[src/rtl/operand_fetch_pkg.sv]
// rtl/operand_fetch_pkg.sv - shared widths and FSM encodings for the operand fetch unit
package operand_fetch_pkg;

    localparam int WIDTH_DEF = 8;
    localparam int SEL_W     = 3;
    localparam int NUM_REGS  = 8;

    typedef enum logic [1:0] {
        ST_EMPTY = 2'd0,
        ST_ONE   = 2'd1,
        ST_TWO   = 2'd2
    } fetch_state_e;

endpackage

[src/rtl/operand_fetch_regsel.sv]
// rtl/operand_fetch_regsel.sv - 8:1 register select with write-back bypass
module regsel8
    import operand_fetch_pkg::*;
#(
    parameter int WIDTH = WIDTH_DEF
) (
    input  logic [NUM_REGS-1:0][WIDTH-1:0] regs_i,
    input  logic [SEL_W-1:0]               sel_i,
    input  logic                           wb_e_i,
    input  logic [SEL_W-1:0]               wb_sel_i,
    input  logic [WIDTH-1:0]               wb_data_i,
    output logic [WIDTH-1:0]               data_o
);

    // A write landing in the bank this cycle is not visible on its outputs yet, so forward it
    always_comb begin
        if (wb_e_i && (wb_sel_i == sel_i)) begin
            data_o = wb_data_i;
        end else begin
            data_o = regs_i[sel_i];
        end
    end

endmodule

[src/rtl/operand_fetch.sv]
// rtl/operand_fetch.sv - two-entry operand fetch stage with bypass and transfer counter
module operand_fetch
    import operand_fetch_pkg::*;
#(
    parameter int WIDTH = WIDTH_DEF
) (
    input  logic             CLK,
    input  logic             RSTn,
    input  logic [WIDTH-1:0] R0,
    input  logic [WIDTH-1:0] R1,
    input  logic [WIDTH-1:0] R2,
    input  logic [WIDTH-1:0] R3,
    input  logic [WIDTH-1:0] R4,
    input  logic [WIDTH-1:0] R5,
    input  logic [WIDTH-1:0] R6,
    input  logic [WIDTH-1:0] R7,
    input  logic [SEL_W-1:0] SRCA,
    input  logic [SEL_W-1:0] SRCB,
    input  logic             REQ,
    output logic             RDY,
    input  logic             WB_E,
    input  logic [SEL_W-1:0] WB_SEL,
    input  logic [WIDTH-1:0] WB_DATA,
    output logic [WIDTH-1:0] OPA,
    output logic [WIDTH-1:0] OPB,
    output logic             VALID,
    input  logic             ACK,
    output logic [7:0]       CNT
);

    logic [NUM_REGS-1:0][WIDTH-1:0] bank;
    logic [WIDTH-1:0]               cap_a;
    logic [WIDTH-1:0]               cap_b;

    fetch_state_e     state_q, state_d;
    logic [WIDTH-1:0] opa_q, opa_d;
    logic [WIDTH-1:0] opb_q, opb_d;
    logic [WIDTH-1:0] ska_q, ska_d;
    logic [WIDTH-1:0] skb_q, skb_d;
    logic [7:0]       cnt_q, cnt_d;
    logic             live_q;
    logic             accept;
    logic             take;

    assign bank = {R7, R6, R5, R4, R3, R2, R1, R0};

    regsel8 #(.WIDTH(WIDTH)) u_sel_a (
        .regs_i    (bank),
        .sel_i     (SRCA),
        .wb_e_i    (WB_E),
        .wb_sel_i  (WB_SEL),
        .wb_data_i (WB_DATA),
        .data_o    (cap_a)
    );

    regsel8 #(.WIDTH(WIDTH)) u_sel_b (
        .regs_i    (bank),
        .sel_i     (SRCB),
        .wb_e_i    (WB_E),
        .wb_sel_i  (WB_SEL),
        .wb_data_i (WB_DATA),
        .data_o    (cap_b)
    );

    // Outputs depend only on registered state, so REQ->VALID and ACK->RDY stay registered paths
    assign VALID  = (state_q != ST_EMPTY);
    assign RDY    = live_q && (state_q != ST_TWO);
    assign OPA    = opa_q;
    assign OPB    = opb_q;
    assign CNT    = cnt_q;
    assign accept = REQ && RDY;
    assign take   = VALID && ACK;

    // Next-state: output stage plus one skid entry, results leave in acceptance order
    always_comb begin
        state_d = state_q;
        opa_d   = opa_q;
        opb_d   = opb_q;
        ska_d   = ska_q;
        skb_d   = skb_q;
        cnt_d   = cnt_q;
        if (take) begin
            cnt_d = cnt_q + 8'd1;
        end
        case (state_q)
            ST_EMPTY: begin
                if (accept) begin
                    state_d = ST_ONE;
                    opa_d   = cap_a;
                    opb_d   = cap_b;
                end
            end
            ST_ONE: begin
                if (accept && take) begin
                    opa_d = cap_a;
                    opb_d = cap_b;
                end else if (accept) begin
                    state_d = ST_TWO;
                    ska_d   = cap_a;
                    skb_d   = cap_b;
                end else if (take) begin
                    state_d = ST_EMPTY;
                end
            end
            ST_TWO: begin
                if (take) begin
                    state_d = ST_ONE;
                    opa_d   = ska_q;
                    opb_d   = skb_q;
                end
            end
            default: begin
                state_d = ST_EMPTY;
            end
        endcase
    end

    // State registers update on the falling edge, in step with the register bank
    always_ff @(negedge CLK or negedge RSTn) begin
        if (!RSTn) begin
            state_q <= ST_EMPTY;
            opa_q   <= '0;
            opb_q   <= '0;
            ska_q   <= '0;
            skb_q   <= '0;
            cnt_q   <= 8'd0;
            live_q  <= 1'b0;
        end else begin
            state_q <= state_d;
            opa_q   <= opa_d;
            opb_q   <= opb_d;
            ska_q   <= ska_d;
            skb_q   <= skb_d;
            cnt_q   <= cnt_d;
            live_q  <= 1'b1;
        end
    end

endmodule

[config.mk]
export PLATFORM = sky130hd
export DESIGN_NAME = operand_fetch
export DESIGN_NICKNAME = d
export VERILOG_FILES = /design/src/rtl/operand_fetch_pkg.sv /design/src/rtl/operand_fetch_regsel.sv /design/src/rtl/operand_fetch.sv
export SDC_FILE = /design/constraint.sdc
export NUM_CORES = 1
export LEC_CHECK = 0
export CORE_MARGIN = 3
export CORE_UTILIZATION = 67
export DETAILED_ROUTE_END_ITERATION = 6
export DONT_BUFFER_PORTS = 1
export PLACE_DENSITY = 0.91
export SETUP_SLACK_MARGIN = 0.1
export SYNTH_ARGS = -nofsm -noshare
export SYNTH_HDL_FRONTEND = slang
export SYNTH_SLANG_ARGS = --single-unit
[constraint.sdc]
create_clock -name CLK -period 2.8 [get_ports CLK]
set_input_delay 0.14 -clock CLK [delete_from_list [all_inputs] [get_ports CLK]]
set_output_delay 0.14 -clock CLK [all_outputs]
set_load 0.02 [all_outputs]
==> results of run 1 <==
synth_stat cells:
cell	count
a21oi_1	29
xor2_1	3
a31o_2	1
nor2b_1	3
nor3_4	1
buf_6	8
a21oi_2	4
buf_4	3
mux4_2	13
nor2_1	53
and2_1	1
conb_1	1
o22ai_1	1
buf_1	2
buf_2	6
mux2_2	1
inv_1	1
a32oi_2	5
and4_1	2
o21ai_0	1
o21bai_1	1
or2_2	1
a221oi_2	14
a32oi_1	11
a221oi_1	2
xnor2_1	10
nand2_1	19
nand2b_1	16
and3_1	1
mux4_1	3
mux2i_1	33
ha_1	1
clkbuf_1	6
nor4_2	1
dfrtn_1	43
nand3_1	4
metal layers:
metal  wire (µm)  global-route usage
met1        2880               0.338
met4         260               0.128
met2        3790               0.461
met3         849              0.0948
met5           0                   0
tightest hold or removal path: stages, from the launching register on:
cell     delay, ns
dfrtn_1       0.41
nor2_1        0.05
a21oi_1       0.10
state kept, by name, indices dropped and copies added (netlist names):
register	count
ska_q	8
OPA	8
skb_q	8
CNT	8
live_q	1
OPB	8
state_q	2
final timing paths:
check	depth (start not counted)	from	endpoint
setup / recovery	3	state_q[0]	RDY
hold / removal	2	ska_q[5]	ska_q[5]
setup reg to reg	5	state_q[0]	OPA[4]
hold reg to reg	2	ska_q[5]	ska_q[5]
max in group asynchronous	0	RSTn	live_q
min in group asynchronous	0	RSTn	OPA[6]
cell type report:
class,count,area [µm²],share of cell area
flip-flops and latches,43,1080,0.312
multi-input cells,236,2070,0.600
clock buffers,6,72.6,0.0210
well taps,52,65.1,0.0189
clock inverters,2,12.5,0.00363
repair buffers,15,150,0.0435
inverters,1,3.75,0.00109
timing repair:
item	CTS	global route
hold endpoints to repair	0	0
resized for setup	1	2
endpoints found under the setup margin	1	2
buffers inserted	2	0
power breakdown:
| part | internal, mW | total [mW] | switching [mW] |
|---|---|---|---|
| combinational | 0.311 | 0.579 | 0.268 |
| sequential | 0.844 | 1.13 | 0.291 |
| clock | 0.174 | 0.388 | 0.214 |
| total | 1.33 | 2.10 | 0.772 |
cells by family (layout without fill, tap and decap cells):
kind of cell,after synthesis,in the layout,synth area share
XOR/XNOR,13,13,0.0358
buffers and inverters,26,24,0.0554
AO/OA/AOI/OAI,69,69,0.193
adder cells (fa/ha/maj),1,1,0.00393
flip-flops,43,43,0.338
multiplexers,50,50,0.224
other,1,1,0.00118
AND/OR/NAND/NOR,102,102,0.149
metrics by stage:
stage	TNS (ns)	cells	util	power, mW
6_report	0	355	0.771	2.10
5_1_grt	0	355	0.771	2.22
4_1_cts	0	355	0.770	2.10
3_5_place_dp	-0.0627	345	0.747	1.71
3_3_place_gp	-0.0303	345	0.747	1.68
2_1_floorplan	-0.935	305	-	1.62
==> flow_summary.json, run 1 <==
{
  "dp_hpwl_um": 5810,
  "dieArea_mm2": 0.00561,
  "most-common-layout-cells": "nor2_1 (52), dfrtn_1 (43), mux2i_1 (33), a21oi_1 (29), nand2_1 (19)",
  "drc": 0,
  "finalWirelength_um": 7780,
  "crit_required_ns": 2.66,
  "ys_seq_elements": 43,
  "drt-initial-drc-count": 165,
  "syn_area_mm2": 0.00318,
  "cts_hold_buf": 0,
  "path_cells": "inv_1, nand2_1, and2_4",
  "path_max_fanout": 3,
  "rrSetupSlack_ns": 1.02,
  "clk-insertion-delay-late_ns": 0.30,
  "cap_violations": 0,
  "holdCritPathClass": "reg -> reg",
  "grtUsageTotal": 0.282,
  "slew-limit-headroom": 0.476,
  "synth.top_cell.area_share": 0.338,
  "cp.arrival_ns": 2.49,
  "yosysTopAreaCell": "dfrtn_1",
  "antenna_found_initial": 0,
  "tightest_slew_ns": 0.786,
  "cts_max_level": 2,
  "leakage_nw": 1.38,
  "final_area_mm2": 0.00345,
  "dp_slack_ns": -0.0364,
  "max_stage_delay_ns": 0.42,
  "setup_slack_ns": 0.171,
  "grt_max_degree": 44,
  "ir_drop_mv": 0.431,
  "ys_types": 36,
  "mostFrequentLayoutCell": "nor2_1",
  "grt-ovfl-total": 0,
  "ys_warn_count": 0,
  "drive_gt1_frac": 0.281,
  "firstDrtPassIters": 5,
  "numClockSinks": 43,
  "grt_pass1_wl_um": 11900,
  "vias": 2500,
  "skew_ns": 0.00553,
  "rows": 24,
  "nFillCells": 292,
  "setup_viol": 0,
  "crit_type": "reg -> out",
  "netlist_instances": 305,
  "rsz0062_at_grt": "no",
  "crit_family": "flip-flops",
  "avgSynthCellArea_um2": 10.4,
  "place_area_mm2": 0.00334,
  "routed_via_density": 7.04,
  "crit_path_start_kind": "flop",
  "ant_nets": 0,
  "grt_pass1_vias": 2478,
  "numPortBuffers": 0,
  "p_per_area_mw_per_mm2": 610,
  "cts_buffers": 5,
  "gp_congestion": 0.827,
  "final_nets": 389,
  "path_clk_slew_ns": 0.05,
  "die_w_um": 74.9,
  "slew_violations": 0,
  "hold_ws_ns": 0.484,
  "die_h_um": 74.9,
  "start_util": 0.711,
  "cts_tree": "yes",
  "synthTopCellsByArea": "dfrtn_1 (34%), mux2i_1 (10%), mux4_2 (9.2%)",
  "cts_root_buf": "clkbuf_8",
  "clockBufferDepth": 2,
  "critPathBufInv": 1,
  "ioPinCount": 112,
  "final-hold-violation-count": 0,
  "outcome": "finished, final reports clean",
  "endpoint_kind": "output port",
  "synth_nets": 392,
  "slowest_stage": "dfrtn_1",
  "area_growth_syn_to_layout_pct": 8.33,
  "routedWlPerCell_um": 21.9,
  "yosysSeqAreaShare": 0.338,
  "core_mm2": 0.00447,
  "antennaDiodeCount": 0
}
(Power assumes the default switching activity.)
==> inputs of run 2 (changes only) <==
==> constraint.sdc (replaced) <==
create_clock -name CLK -period 2.8 [get_ports CLK]
set_input_delay 0.28 -clock CLK [delete_from_list [all_inputs] [get_ports CLK]]
set_output_delay 0.28 -clock CLK [all_outputs]
set_load 0.02 [all_outputs]
==> flow_summary.json, run 2 (synthesis results as in run 1) <==
{
  "routed_via_density": 6.96,
  "place_area_mm2": 0.00339,
  "critPathBufInv": 1,
  "firstDrtPassIters": 4,
  "p_seq_frac": 0.487,
  "numPortBuffers": 0,
  "nFillCells": 262,
  "endpoint_kind": "output port",
  "cts_max_level": 2,
  "slowest_stage": "dfrtn_1",
  "drive_gt1_frac": 0.305,
  "cts_buffers": 5,
  "leakage_nw": 1.44,
  "dp_hpwl_um": 6040,
  "mostFrequentLayoutCell": "nor2_1",
  "slew_violations": 0,
  "dp_slack_ns": -0.168,
  "p_per_area_mw_per_mm2": 655,
  "ant_nets": 0,
  "cts_tree": "yes",
  "routedWlPerCell_um": 23.9,
  "vias": 2506,
  "setup_viol": 0,
  "grt_max_degree": 44,
  "drc": 0,
  "ir_drop_mv": 0.536,
  "cp.arrival_ns": 2.51,
  "rsz0062_at_grt": "yes",
  "cts_root_buf": "clkbuf_8",
  "antennaDiodeCount": 0,
  "crit_type": "reg -> out",
  "cts_hold_buf": 0,
  "sw_frac_of_total": 0.346,
  "final_nets": 394,
  "final_area_mm2": 0.00357,
  "outcome": "finished, final reports clean",
  "numClockSinks": 43,
  "antenna_found_initial": 0,
  "crit_required_ns": 2.52,
  "drt-initial-drc-count": 221,
  "switchingPower_uw": 810,
  "area_growth_syn_to_layout_pct": 12.2,
  "internal_power_mw": 1.53,
  "dieArea_mm2": 0.00561,
  "path_max_fanout": 4,
  "path_clk_slew_ns": 0.05,
  "holdCritPathClass": "reg -> reg",
  "rows": 24,
  "cap_violations": 0,
  "max_stage_delay_ns": 0.40,
  "power_frac_comb": 0.266,
  "clockBufferDepth": 2,
  "clk-insertion-delay-late_ns": 0.30,
  "grt_pass1_vias": 2672,
  "crit_family": "flip-flops",
  "grt_pass1_wl_um": 13000,
  "final-hold-violation-count": 0,
  "p_clk_frac": 0.247,
  "die_w_um": 74.9,
  "finalWirelength_um": 8600,
  "crit_path_start_kind": "flop",
  "path_cells": "buf_4, or2_4",
  "grt-ovfl-total": 0,
  "core_mm2": 0.00447,
  "fin_util": 0.798,
  "die_h_um": 74.9,
  "setup_slack_ns": 0.0117,
  "ioPinCount": 112,
  "hold_ws_ns": 0.477,
  "skew_ns": 0.0111,
  "gp_congestion": 0.955,
  "start_util": 0.711,
  "grtUsageTotal": 0.310,
  "most-common-layout-cells": "nor2_1 (52), dfrtn_1 (43), mux2i_1 (33), a21oi_1 (29), nand2_1 (18)"
}
run 2: cell types whose count changed in the layout (fill, tap and decap cells not counted), sizes merged:
cell and delta:
clkbuf -1, clkinv -1, bufinv +2, buf +5
run 2: power by group through the flow:
stage	Sequential [mW]	Combinational, mW	Clock [mW]
final	1.14	0.623	0.578
after global routing	1.17	0.678	0.614
after CTS	1.14	0.610	0.582
after detailed placement	1.15	0.585	0
after global placement	1.14	0.556	0
after floorplan	1.09	0.522	0
run 2: metal layers:
layer  vias to the layer above  part of all wire  routed length (µm)  global-route usage
li1                       1134                 -                   -                   -
met1                      1207              0.36                3070               0.362
met3                        22              0.11                 937               0.101
met2                       143              0.51                4410               0.535
met5                         -                 0                   0                   0
met4                         0             0.022                 185               0.105
run 2: what timing repair did:
action,4_1_cts,5_1_grt
setup endpoints to repair,2,5
gates resized for setup,3,1
pin swaps,1,1
setup buffers,2,2
run 2: final timing paths:
check / from / endpoint / slack (ns) / cells after the start
setup / recovery: state_q[0] / VALID / 0.01 / 2
max in group asynchronous: RSTn / OPA[4] / 1.72 / 0
hold / removal: ska_q[2] / ska_q[2] / 0.48 / 2
setup reg to reg: state_q[0] / OPA[6] / 1.08 / 6
hold reg to reg: ska_q[2] / ska_q[2] / 0.48 / 2
min in group asynchronous: RSTn / skb_q[7] / 0.95 / 0
run 2: metrics by stage:
stage          setup TNS, ns  power, mW  std cells
5_1_grt              -0.0138       2.46        360
6_report                   0       2.34        360
3_5_place_dp           -1.62       1.73        348
3_3_place_gp          -0.319       1.69        348
4_1_cts                    0       2.33        358
2_1_floorplan          -4.07       1.62        305
run 2: tightest hold or removal path, delay by kind of cell (launching register included):
kind / cells / cell delay (ns)
DFF: 1 / 0.41
and+or+nand+nor: 1 / 0.05
AOI/OAI and AO/OA: 1 / 0.10
run 2: cell type report:
cell class              count  area [µm²]  share of cell area
multi-input cells         236        2080               0.582
flip-flops and latches     43        1080               0.301
repair buffers             20         213              0.0595
clock buffers               5        68.8              0.0193
clock inverters             3        67.6              0.0189
well taps                  52        65.1              0.0182
inverters                   1        3.75             0.00105
